==> src/rtl/fpu_exec_seq_pkg.sv <==
// Shared definitions for the bfloat16 FPU execution sequencer:
// state encoding, canonical NaN, opcode bit positions and flag indices.
package fpu_exec_seq_pkg;

   typedef enum logic [1:0] {
      ST_IDLE  = 2'd0,
      ST_WAIT  = 2'd1,
      ST_DONE  = 2'd2,
      ST_DRAIN = 2'd3
   } state_t;

   localparam logic [15:0] BF16_QNAN = 16'h7FC0;

   localparam int OP_FDIV_BIT  = 3;
   localparam int OP_FSQRT_BIT = 4;

   localparam int FLAG_NV = 4;
   localparam int FLAG_DZ = 3;
   localparam int FLAG_OF = 2;
   localparam int FLAG_UF = 1;
   localparam int FLAG_NX = 0;

   localparam logic [4:0] FLAGS_TIMEOUT = 5'b1 << FLAG_NV;

endpackage

==> src/rtl/fpu_exec_timeout.sv <==
// WAIT-state watchdog: clearable up-counter whose terminal flag marks the
// last cycle the sequencer will wait for the datapath.
module fpu_exec_timeout #(
   parameter int TIMEOUT = 32
) (
   input  logic clk,
   input  logic rst_l,
   input  logic clr,
   input  logic en,
   output logic term
);

   localparam int CW = (TIMEOUT > 2) ? $clog2(TIMEOUT) : 1;

   logic [CW-1:0] cnt_q;
   logic [CW-1:0] cnt_d;

   always_comb begin
      cnt_d = cnt_q;
      if (clr) begin
         cnt_d = '0;
      end else if (en) begin
         cnt_d = cnt_q + 1'b1;
      end
   end

   always_ff @(posedge clk) begin
      if (!rst_l) begin
         cnt_q <= '0;
      end else begin
         cnt_q <= cnt_d;
      end
   end

   assign term = (cnt_q == CW'(TIMEOUT - 1));

endmodule

==> src/rtl/fpu_exec_seq.sv <==
// Execution-side sequencer: accepts an issued FPU op, runs the datapath via
// start/done handshake with a watchdog, and returns a one-cycle completion.
//
//   state | meaning
//   IDLE  | waiting for a legal issued FPU op
//   WAIT  | datapath running; watching done, abort and timeout
//   DONE  | completion pulse, result valid, flags merged
//   DRAIN | hold off until fpu_active drops so the same op is not reissued
module fpu_exec_seq
   import fpu_exec_seq_pkg::*;
#(
   parameter int FPLEN   = 16,
   parameter int TIMEOUT = 32
) (
   input  logic             clk,
   input  logic             rst_l,
   input  logic             valid_execution,
   input  logic             fpu_active,
   input  logic [23:0]      sfpu_op,
   input  logic [2:0]       fpu_sel,
   input  logic [2:0]       fpu_rnd,
   input  logic [FPLEN-1:0] fs1_data,
   input  logic [FPLEN-1:0] fs2_data,
   input  logic [FPLEN-1:0] fs3_data,
   output logic             exu_start,
   output logic             exu_kill,
   output logic [23:0]      exu_op,
   output logic [2:0]       exu_rnd,
   output logic [FPLEN-1:0] exu_a,
   output logic [FPLEN-1:0] exu_b,
   output logic [FPLEN-1:0] exu_c,
   output logic             exu_iter,
   input  logic             exu_done,
   input  logic [FPLEN-1:0] exu_result,
   input  logic [4:0]       exu_flags,
   output logic             fpu_complete,
   output logic [FPLEN-1:0] fpu_result_1,
   output logic [4:0]       fflags,
   input  logic             fflags_clr,
   output logic             busy
);

   state_t           state_q, state_d;
   logic [23:0]      op_q, op_d;
   logic [2:0]       rnd_q, rnd_d;
   logic [FPLEN-1:0] a_q, a_d, b_q, b_d, c_q, c_d;
   logic             iter_q, iter_d;
   logic             start_q, start_d;
   logic             kill_q, kill_d;
   logic [FPLEN-1:0] res_q, res_d;
   logic [4:0]       flg_q, flg_d;
   logic [4:0]       fflags_q, fflags_d;

   logic issue;
   logic tmo_clr;
   logic tmo_en;
   logic tmo_term;

   fpu_exec_timeout #(.TIMEOUT(TIMEOUT)) u_timeout (
      .clk   (clk),
      .rst_l (rst_l),
      .clr   (tmo_clr),
      .en    (tmo_en),
      .term  (tmo_term)
   );

   assign issue  = valid_execution & fpu_active & (fpu_sel != 3'd0);
   assign tmo_en = (state_q == ST_WAIT);

   always_comb begin
      state_d  = state_q;
      op_d     = op_q;
      rnd_d    = rnd_q;
      a_d      = a_q;
      b_d      = b_q;
      c_d      = c_q;
      iter_d   = iter_q;
      start_d  = 1'b0;
      kill_d   = 1'b0;
      res_d    = res_q;
      flg_d    = flg_q;
      tmo_clr  = 1'b0;
      fflags_d = fflags_clr ? 5'b0 : fflags_q;

      unique case (state_q)
         ST_IDLE: begin
            if (issue) begin
               op_d    = sfpu_op;
               rnd_d   = fpu_rnd;
               a_d     = fs1_data;
               b_d     = fs2_data;
               c_d     = fs3_data;
               iter_d  = sfpu_op[OP_FDIV_BIT] | sfpu_op[OP_FSQRT_BIT];
               start_d = 1'b1;
               tmo_clr = 1'b1;
               state_d = ST_WAIT;
            end
         end
         ST_WAIT: begin
            // abort outranks a coincident done; done outranks the timeout
            if (!fpu_active) begin
               kill_d  = 1'b1;
               state_d = ST_IDLE;
            end else if (exu_done) begin
               res_d   = exu_result;
               flg_d   = exu_flags;
               state_d = ST_DONE;
            end else if (tmo_term) begin
               res_d   = FPLEN'(BF16_QNAN);
               flg_d   = FLAGS_TIMEOUT;
               state_d = ST_DONE;
            end
         end
         ST_DONE: begin
            // a coincident clear must not swallow this op's flags
            fflags_d = fflags_clr ? flg_q : (fflags_q | flg_q);
            state_d  = ST_DRAIN;
         end
         ST_DRAIN: begin
            if (!fpu_active) begin
               state_d = ST_IDLE;
            end
         end
         default: state_d = ST_IDLE;
      endcase
   end

   always_ff @(posedge clk) begin
      if (!rst_l) begin
         state_q  <= ST_IDLE;
         op_q     <= '0;
         rnd_q    <= '0;
         a_q      <= '0;
         b_q      <= '0;
         c_q      <= '0;
         iter_q   <= 1'b0;
         start_q  <= 1'b0;
         kill_q   <= 1'b0;
         res_q    <= '0;
         flg_q    <= '0;
         fflags_q <= '0;
      end else begin
         state_q  <= state_d;
         op_q     <= op_d;
         rnd_q    <= rnd_d;
         a_q      <= a_d;
         b_q      <= b_d;
         c_q      <= c_d;
         iter_q   <= iter_d;
         start_q  <= start_d;
         kill_q   <= kill_d;
         res_q    <= res_d;
         flg_q    <= flg_d;
         fflags_q <= fflags_d;
      end
   end

   assign exu_start    = start_q;
   assign exu_kill     = kill_q;
   assign exu_op       = op_q;
   assign exu_rnd      = rnd_q;
   assign exu_a        = a_q;
   assign exu_b        = b_q;
   assign exu_c        = c_q;
   assign exu_iter     = iter_q;
   assign fpu_complete = (state_q == ST_DONE);
   assign fpu_result_1 = fpu_complete ? res_q : '0;
   assign fflags       = fflags_q;
   assign busy         = (state_q != ST_IDLE);

endmodule

==> config.mk <==
export PLATFORM = sky130hd
export DESIGN_NAME = fpu_exec_seq
export DESIGN_NICKNAME = d
export VERILOG_FILES = /design/src/rtl/fpu_exec_seq_pkg.sv /design/src/rtl/fpu_exec_timeout.sv /design/src/rtl/fpu_exec_seq.sv
export SDC_FILE = /design/constraint.sdc
export NUM_CORES = 1
export LEC_CHECK = 0
export BUFFER_PORTS_ARGS = -buffer_cell sky130_fd_sc_hd__buf_2
export CAP_MARGIN = 20
export CORE_MARGIN = 4
export CORE_UTILIZATION = 51
export DETAILED_ROUTE_END_ITERATION = 7
export PLACE_DENSITY_LB_ADDON = 0.3
export SYNTH_ARGS = -nofsm -noshare
export SYNTH_HDL_FRONTEND = slang
export SYNTH_SLANG_ARGS = --single-unit
==> constraint.sdc <==
create_clock -name clk -period 2.5 [get_ports clk]
set_clock_uncertainty 0.1 [all_clocks]
set_input_delay 0.5 -clock clk [delete_from_list [all_inputs] [get_ports clk]]
set_output_delay 0.5 -clock clk [all_outputs]
set_load 0.03 [all_outputs]
==> flow_summary_export.csv, run 1 <==
group,metric,value,unit
clock_tree,cts_buffers,9,
pwr,power_frac_clock,27.5,%
final_layout,syn_to_final_growth,26.07,%
final_layout,final_util,66.13,%
pwr,p_leak,2.542,nW
detailed_routing,ant_nets,0,
clock_tree,cts_max_level,3,
run_status,status,"finished clean",
logic_synthesis,syn_area,4574,µm²
final_layout,multi_input_area,2083,µm²
job,max_cap_violations,0,
timing,slew_viol_final,0,
logic_synthesis,ys_seq_area_share,48.58,%
setup_path,required,1900,ps
clock_tree,clockRootBuffer,"clkbuf_8",
logic_synthesis,synth_edf_count,0,
logic_synthesis,synth-seq-cells,111,
floorplan,placementRows,34,
floorplan,start_util,52.45,%
detailed_routing,firstDrtPassIters,4,
setup_path,crit_arrival,1620,ps
pwr,p_sw_share,30.09,%
global_route,overflow,0,
logic_synthesis,yosys_warnings,0,
final_layout,stdcell_count,795,
logic_synthesis,async_reset_ff_share,0,%
placement,dp_cells,779,
logic_synthesis,avgSynthCellArea,9.005,µm²
pwr,pwr-share-comb,18.8,%
worst_hold_path,min_path_type,"in -> reg",
detailed_routing,wl,12.04,mm
global_route,grt_max_degree,78,
detailed_routing,drcViolationCount,0,
final_layout,fillers,754,
setup_path,crit_path_start_kind,"flop",
final_layout,nets,789,
setup_path,crit_type,"reg -> out",
detailed_routing,met2_length,5.697,mm
clock_tree,hold_buffers,0,
pwr,intPower,2.463,mW
placement,hpwlAfterDp,8.251,mm
clock_tree,path_clk_slew,110,ps
floorplan,dieArea,10550,µm²
clock_tree,clock_sinks,111,
detailed_routing,post_drt_wl_per_cell,15.15,µm
logic_synthesis,ys_types,35,
timing,slew_headroom,48.88,%
timing,fin_crit,2223,ps
clock_tree,cts_tree,"done",
placement,port_buffers,205,
detailed_routing,first_iter_violations,260,
detailed_routing,route.met3.wl,1.122,mm
final_layout,final_common_cell,"buf_2",
clock_tree,cts-resized-gates,0,
timing,hold_ws,286.3,ps
final_layout,mostFrequentLayoutCells,"205 x buf_2, 111 x dfxtp_1, 88 x o21ai_0",
logic_synthesis,synth_ff_type,"dfxtp_1",
clock_tree,clk-insertion-delay-late,340,ps
timing,tns,0,ps
timing,fmax,0.4498,GHz
timing,fin_crit_sh,88.93,%
final_layout,regArea,2222,µm²
pwr,p_switching,1.060,mW
setup_path,cp-end-kind,"output port",
global_route,grt_pass1_vias,4152,
floorplan,coreArea,8721,µm²
detailed_routing,routed_via_density,5.523,
pwr,pwr_density_cell,611.0,nW/µm²
floorplan,die_w,102.7,µm
timing,worstMarginPinSlew,766.8,ps
pwr,seqPwrFrac,53.7,%
timing,setup_viol,0,
logic_synthesis,synth_fp_nets,615,
placement,gp_congestion,0.7687,
pwr,report.power.total,3.523,mW
global_route,grt_pass1_wl,18.84,mm
floorplan,io_pins,206,
floorplan,die_h,102.7,µm
detailed_routing,highest_layer,"met4",
final_layout,num_antenna_cells,0,
clock_tree,cts_setup_buffers,0,
timing,rsz0062_at_grt,"no",
pwr,peakVddDrop,0.3315,mV
global_route,antenna_found_initial,0,
setup_path,path_max_fanout,22,
detailed_routing,wl_met1,5.050,mm
timing,hold_violations,0,
detailed_routing,via_count,4391,
logic_synthesis,syn_inst,508,
global_route,track_usage,21.70,%
clock_tree,clockBufferDepth,2,
final_layout,layout-drive-gt1-share,35.66,%
-- path summary, 6_finish.rpt --
path / slack [ps] / endpoint / cells after the start / startpoint
worst min register to register: 370 / res_q[5] / 2 / res_q[5]
worst min-delay path: 290 / exu_b[6] / 3 / fs2_data[6]
worst max register to register: 740 / res_q[2] / 7 / u_timeout.cnt_q[0]
worst max-delay path: 280 / fpu_result_1[5] / 4 / flop
-- power groups by stage --
stage                     Combinational [mW]  Sequential [mW]  Clock, mW
after CTS                              0.666             1.89       1.01
after global routing                   0.724             1.90       1.09
after floorplan                        0.321             2.05          0
after detailed placement               0.665             1.93          0
after global placement                 0.655             1.93          0
final                                  0.663             1.89      0.969
-- critical path: stages, from the launching register on --
cell	delay [ps]
dfxtp_1	520
nor2b_1	170
buf_4	230
and2_1	160
buf_2	190
-- routing by layer --
layer | track usage [%] | up-vias
met4 | 7.064 | 0
li1 | - | 2154
met2 | 36.35 | 171
met5 | 0 | -
met3 | 5.413 | 16
met1 | 27.42 | 2050
-- logic make-up (layout without fill, tap and decap cells) --
logic type,Yosys count,after routing,synth area share (%)
and+or+nand+nor,137,137,15.67
adders and majority gates,2,2,0.5470
buffers and inverters,55,234,6.127
DFF,111,111,48.58
AOI/OAI and AO/OA,201,201,28.64
muxes,2,2,0.4377
-- final cells by class --
class	instances	share of cell area (%)
clock inverters	4	0.5424
inverters	3	0.1953
multi-input cells	342	36.13
well taps	108	2.343
flip-flops and latches	111	38.53
clock buffers	12	2.517
repair buffers	215	19.74
-- cells in the mapped netlist, drive strengths merged (9+ instances only) --
cell type / n / area share, %
nand2: 20 / 1.6
dfxtp: 111 / 49
nor2b: 11 / 1.5
buf: 25 / 3.6
o21ai: 89 / 9.7
nand3: 76 / 8.3
clkbuf: 27 / 2.3
and2: 16 / 2.2
a21boi: 86 / 14
a21oi: 9 / 1.1
o221a: 10 / 2.5
-- registers in the layout (all words and copies together) (netlist names), 3 cells and up, named ones only --
signal / flops
fflags: 5
exu_c: 16
u_timeout.cnt_q: 5
res_q: 16
exu_rnd: 3
flg_q: 5
exu_op: 24
exu_b: 16
exu_a: 16
-- stage by stage --
stage | worst slack [ps] | cell area, µm²
2_1_floorplan | 444.3 | 4574
3_3_place_gp | 496.1 | 5590
3_5_place_dp | 462.0 | 5590
4_1_cts | 250.7 | 5767
5_1_grt | 148.3 | 5767
6_report | 276.7 | 5767
(Power assumes the default switching activity.)
==> run 2, diff against run 1 <==
--- a/config.mk
+++ b/config.mk
@@ -8,9 +8,10 @@
 export BUFFER_PORTS_ARGS = -buffer_cell sky130_fd_sc_hd__buf_2
 export CAP_MARGIN = 20
 export CORE_MARGIN = 4
-export CORE_UTILIZATION = 51
+export CORE_UTILIZATION = 50
 export DETAILED_ROUTE_END_ITERATION = 7
 export PLACE_DENSITY_LB_ADDON = 0.3
 export SYNTH_ARGS = -nofsm -noshare
 export SYNTH_HDL_FRONTEND = slang
+export SYNTH_HIERARCHICAL = 1
 export SYNTH_SLANG_ARGS = --single-unit
==> run 2 against run 1 <==
Combinational power down 15%; core utilization increased by 1.5 points; hold slack worse by 31 ps; fmax grew 3.8%; die area is 2.7% lower; register-to-register slack lost 360 ps; cell count fell by 4.0%; first-iteration DRC count decreased by 58%; setup slack improved by 82 ps; critical path type unchanged; critical endpoint is now fpu_result_1[10]; highest routed layer unchanged.
==> flow_summary_export.csv, run 2 <==
group,metric,value,unit
run_status,status,"finished clean",
logic_synthesis,synthTopCellsByArea,"dfxtp_1 51%, mux2i_1 18%, nand2_1 13%",
timing,fin_crit,2141,ps
logic_synthesis,synth_ff_type,"dfxtp_1",
detailed_routing,wl,10.76,mm
global_route,track_usage,20.82,%
timing,hold_violations,0,
logic_synthesis,synth-seq-cells,111,
setup_path,crit_path_start_kind,"flop",
placement,gp_congestion,0.7933,
clock_tree,cts_tree,"done",
detailed_routing,drcViolationCount,0,
timing,rsz0062_at_grt,"no",
setup_path,reg2reg_to,"res_q[13]",
logic_synthesis,yosys_warnings,6,
clock_tree,path_clk_slew,90,ps
timing,tns,0,ps
detailed_routing,via_count,3793,
detailed_routing,firstDrtPassIters,5,
timing,slew_headroom,68.42,%
floorplan,io_pins,206,
setup_path,r2r-start,"u_timeout/cnt_q[0]",
worst_hold_path,min_path_type,"in -> reg",
logic_synthesis,ys_seq_area_share,51.05,%
global_route,antenna_found_initial,0,
logic_synthesis,ys_types,34,
setup_path,crit_arrival,1540,ps
final_layout,layout-drive-gt1-share,36.63,%
logic_synthesis,yosysMostFrequentCell,"nand2_1",
clock_tree,cts_max_level,3,
final_layout,stdcell_count,763,
logic_synthesis,syn_inst,463,
floorplan,die_w,101.3,µm
worst_hold_path,holdPathStages,2,
setup_path,path_max_fanout,22,
logic_synthesis,avgSynthCellArea,9.402,µm²
pwr,report.power.total,3.502,mW
logic_synthesis,syn_area,4353,µm²
clock_tree,cts_setup_buffers,0,
global_route,grt_pass1_wl,17.30,mm
timing,worstMarginPinSlew,471.2,ps
timing,fin_crit_sh,85.65,%
logic_synthesis,async_reset_ff_share,0,%
final_layout,final_common_cell,"buf_2",
detailed_routing,ant_nets,0,
worst_hold_path,hold_end,"res_q[3]",
final_layout,mostFrequentLayoutCells,"204 x buf_2, 152 x nand2_1, 111 x dfxtp_1",
logic_synthesis,synth_edf_count,0,
pwr,pwr_density_cell,620.9,nW/µm²
setup_path,reg2regPathDepth,6,
final_layout,final_util,67.63,%
clock_tree,cts-resized-gates,0,
timing,worst_slack,358.8,ps
timing,fmax,0.4670,GHz
detailed_routing,post_drt_wl_per_cell,14.10,µm
floorplan,start_util,52.19,%
clock_tree,clock_sinks,111,
placement,port_buffers,205,
clock_tree,clockRootBuffer,"clkbuf_8",
floorplan,dieArea,10260,µm²
job,max_cap_violations,0,
worst_hold_path,hold_start,"exu_result[3]",
global_route,grt_max_degree,55,
logic_synthesis,synth_top_area_share,51.05,%
logic_synthesis,synth_common_cells,"152 x nand2_1, 111 x dfxtp_1, 79 x mux2i_1",
floorplan,die_h,101.3,µm
timing,slew_viol_final,0,
detailed_routing,first_iter_violations,110,
pwr,p_leak,2.733,nW
setup_path,crit_slowest_cell,"dfxtp_1",
clock_tree,clk-insertion-delay-late,350,ps
final_layout,nets,762,
setup_path,crit_chain,"nor2b_1 -> buf_4 -> and2_1 -> buf_2",
logic_synthesis,synth_area_leader_cell,"dfxtp_1",
setup_path,cp-end-kind,"output port",
clock_tree,clockBufferDepth,2,
floorplan,coreArea,8341,µm²
setup_path,crit_type,"reg -> out",
detailed_routing,routed_via_density,4.971,
final_layout,largest_reg_flops,24,
setup_path,rrSetupSlack,380,ps
floorplan,placementRows,33,
global_route,grt_pass1_vias,3808,
placement,post-place-ws,388.6,ps
placement,dp_cells,749,
setup_path,required,1900,ps
pwr,peakVddDrop,0.3509,mV
final_layout,syn_to_final_growth,29.58,%
global_route,overflow,0,
setup_path,max_stage_delay,460,ps
logic_synthesis,synth_fp_nets,570,
timing,setup_viol,0,
clock_tree,cts_buffers,9,
placement,hpwlAfterDp,8.153,mm
clock_tree,hold_buffers,0,
final_layout,num_antenna_cells,0,
run 2: cell types whose count changed after synthesis, moves of 5 or more:
cell,previous run,this run
nand2_1,20,152
buf_2,13,6
a21boi_0,10,0
mux2i_1,2,79
o21ai_0,88,2
a21boi_1,76,0
nand3_1,76,0
o22ai_1,5,0
a22o_1,0,11
nor2_1,3,11
run 2: cells by family after synthesis:
kind of cell               synth area share [%]
DFF                                       51.05
muxes                                     18.17
and+or+nand+nor                           19.78
xor gates and xnor gates                 0.2012
buffers and inverters                     3.794
adders and majority gates                0.5748
AOI/OAI and AO/OA                         6.439
run 2: worst max-delay path: cells and delay by family, from the launching register on:
kind | cells | cell delay (ps)
flops | 1 | 460
buf+inv | 2 | 410
simple gates | 2 | 310
run 2: area by class of cell:
type                       instances  area (µm²)
clock buffer                      11       141.4
clock inverter                     3       45.04
fill                             710        2700
inverter                           2       7.507
multi-input combinational        317        1972
sequential                       111        2222
tap                              105       131.4
timing repair buffer             214        1121
run 2: metrics by stage:
step	area [µm²]	hold WS, ps
2_1_floorplan	4353	334.0
3_3_place_gp	5454	338.6
3_5_place_dp	5454	345.6
4_1_cts	5640	237.4
5_1_grt	5640	235.4
6_report	5640	255.4
run 2: worst max-delay path by stage:
stage                     slack, ps                from  cells after the start                to
after floorplan                 460  u_timeout/cnt_q[0]                      7         res_q[10]
final                           360                flop                      4  fpu_result_1[10]
after detailed placement        390  u_timeout/cnt_q[0]                      6         res_q[13]
after CTS                       340                flop                      4  fpu_result_1[10]
after global routing            220                flop                      4  fpu_result_1[12]
after global placement          470  u_timeout/cnt_q[0]                      6         res_q[13]
run 2: routing by layer:
| metal | up-vias | GRT usage [%] | part of all wire, % |
|---|---|---|---|
| li1 | 1918 | - | - |
| met1 | 1710 | 24.01 | 40 |
| met2 | 145 | 34.71 | 47 |
| met3 | 20 | 8.953 | 10 |
| met4 | 0 | 7.055 | 2.1 |
| met5 | - | 0 | 0 |
run 2: where the power goes:
| group | internal [mW] | leakage, nW | switching (mW) |
|---|---|---|---|
| combinational | 0.214 | 1.74 | 0.350 |
| clock | 0.481 | 0.0875 | 0.564 |
| sequential | 1.85 | 0.903 | 0.0445 |
==> run 3, diff against run 2 <==
--- a/config.mk
+++ b/config.mk
@@ -8,7 +8,8 @@
 export BUFFER_PORTS_ARGS = -buffer_cell sky130_fd_sc_hd__buf_2
 export CAP_MARGIN = 20
 export CORE_MARGIN = 4
-export CORE_UTILIZATION = 50
+export CORE_UTILIZATION = 52
+export CTS_BUF_LIST = sky130_fd_sc_hd__clkbuf_4
 export DETAILED_ROUTE_END_ITERATION = 7
 export PLACE_DENSITY_LB_ADDON = 0.3
 export SYNTH_ARGS = -nofsm -noshare
==> run 3 against run 2 <==
Setup slack worse by 79 ps; first-iteration DRC count fell by 20%; global-route usage about the same; critical path depth unchanged; register-to-register slack worse by 90 ps; sequential power about the same.
==> flow_summary_export.csv, run 3 (synthesis gave the netlist of run 2 again) <==
group,metric,value,unit
final_layout,design_area,5585,µm²
timing,worstMarginPinSlew,708.4,ps
global_route,overflow,0,
timing,slew_viol_final,0,
floorplan,dieArea,9899,µm²
clock_tree,cts_max_level,3,
timing,fin_crit,2220,ps
global_route,grt_pass1_vias,3693,
setup_path,crit_chain,"nor2b_1 -> buf_4 -> and2_1 -> buf_2",
setup_path,required,1900,ps
detailed_routing,ant_nets,0,
global_route,grt_max_degree,112,
final_layout,syn_to_final_growth,28.31,%
timing,tns,0,ps
global_route,antenna_found_initial,0,
clock_tree,cts-resized-gates,0,
detailed_routing,via_count,3763,
placement,hpwlAfterDp,7.846,mm
final_layout,num_antenna_cells,0,
timing,hold_violations,0,
global_route,grt_pass1_wl,16.99,mm
placement,dpl_cell_area,5441,µm²
detailed_routing,first_iter_violations,88,
run_status,status,"finished clean",
final_layout,final_common_cell,"buf_2",
detailed_routing,firstDrtPassIters,4,
clock_tree,path_clk_slew,160,ps
floorplan,coreArea,8175,µm²
timing,rsz0062_at_grt,"no",
timing,fin_crit_sh,88.81,%
final_layout,nets,762,
placement,port_buffers,205,
floorplan,die_h,99.50,µm
clock_tree,clockBufferDepth,2,
clock_tree,hold_buffers,0,
global_route,track_usage,20.83,%
clock_tree,clk-insertion-delay-late,440,ps
final_layout,mostFrequentLayoutCells,"204 x buf_2, 152 x nand2_1, 111 x dfxtp_1",
worst_hold_path,min_path_type,"in -> reg",
setup_path,max_stage_delay,460,ps
timing,slew_headroom,52.78,%
detailed_routing,routed_via_density,4.919,
clock_tree,cts_buffers,9,
floorplan,die_w,99.50,µm
setup_path,path_max_fanout,22,
job,max_cap_violations,0,
pwr,p_leak,2.720,nW
placement,post-place-ws,139.5,ps
timing,setup_viol,0,
setup_path,crit_slowest_cell,"dfxtp_1",
pwr,peakVddDrop,0.3419,mV
clock_tree,clock_sinks,111,
setup_path,cp-end-kind,"output port",
final_layout,largest_reg_flops,24,
final_layout,final_util,68.32,%
detailed_routing,wl,10.47,mm
clock_tree,cts_setup_buffers,0,
setup_path,crit_arrival,1620,ps
setup_path,crit_type,"reg -> out",
placement,gp_congestion,0.7680,
pwr,pwr_density_cell,600.2,nW/µm²
final_layout,layout-drive-gt1-share,36.97,%
clock_tree,clockRootBuffer,"clkbuf_4",
setup_path,crit_path_start_kind,"flop",
timing,fmax,0.4504,GHz
floorplan,io_pins,206,
detailed_routing,drcViolationCount,0,
floorplan,placementRows,33,
timing,worst_slack,279.9,ps
floorplan,start_util,53.24,%
clock_tree,cts_tree,"done",
detailed_routing,post_drt_wl_per_cell,13.69,µm
-- run 3: cell types whose count changed in the layout (fill, tap and decap cells not counted), sizes merged --
cell | before | now
inv | 1 | 2
clkbuf | 11 | 10
clkinv | 1 | 4
clkinvlp | 2 | 1
-- run 3: stage by stage --
step,hold WS (ps),std cells,power (mW)
2_1_floorplan,334.0,463,2.294
3_3_place_gp,339.0,749,2.483
3_5_place_dp,342.8,749,2.497
4_1_cts,141.4,765,3.381
5_1_grt,135.4,765,3.502
6_report,167.2,765,3.353
-- run 3: critical path, delay by kind of cell (launching register included) --
kind,cells,cell delay (ps)
DFF,1,460
buffers and inverters,2,410
and+or+nand+nor,2,310
-- run 3: worst paths after layout --
path	cells past startpoint	slack, ps	from	endpoint
hold / removal	2	170	exu_result[0]	res_q[0]
setup / recovery	4	280	flop	fpu_result_1[12]
setup reg to reg	4	290	flop	exu_op[1]
hold reg to reg	2	360	exu_b[2]	exu_b[2]
-- run 3: layout make-up --
class                   instances  area [µm²]
inverters                       2       7.507
fillers                       643        2590
clock inverters                 6       68.82
well taps                     105       131.4
clock buffers                  10       75.07
flip-flops and latches        111        2222
repair buffers                214        1109
multi-input cells             317        1972
-- run 3: where the power goes --
part | internal [mW] | switching, mW | total [mW] | leakage [nW]
Clock | 0.323 | 0.575 | 0.898 | 0.0770
Sequential | 1.85 | 0.0432 | 1.89 | 0.903
Combinational | 0.212 | 0.348 | 0.560 | 1.74
-- run 3: routing by layer --
metal  track usage, %  share of wire, %  up-vias
li1                 -                 -     1920
met1            24.39                39     1682
met2            34.71                48      146
met3            9.467                12       15
met4            5.462               1.6        0
met5                0                 0        -
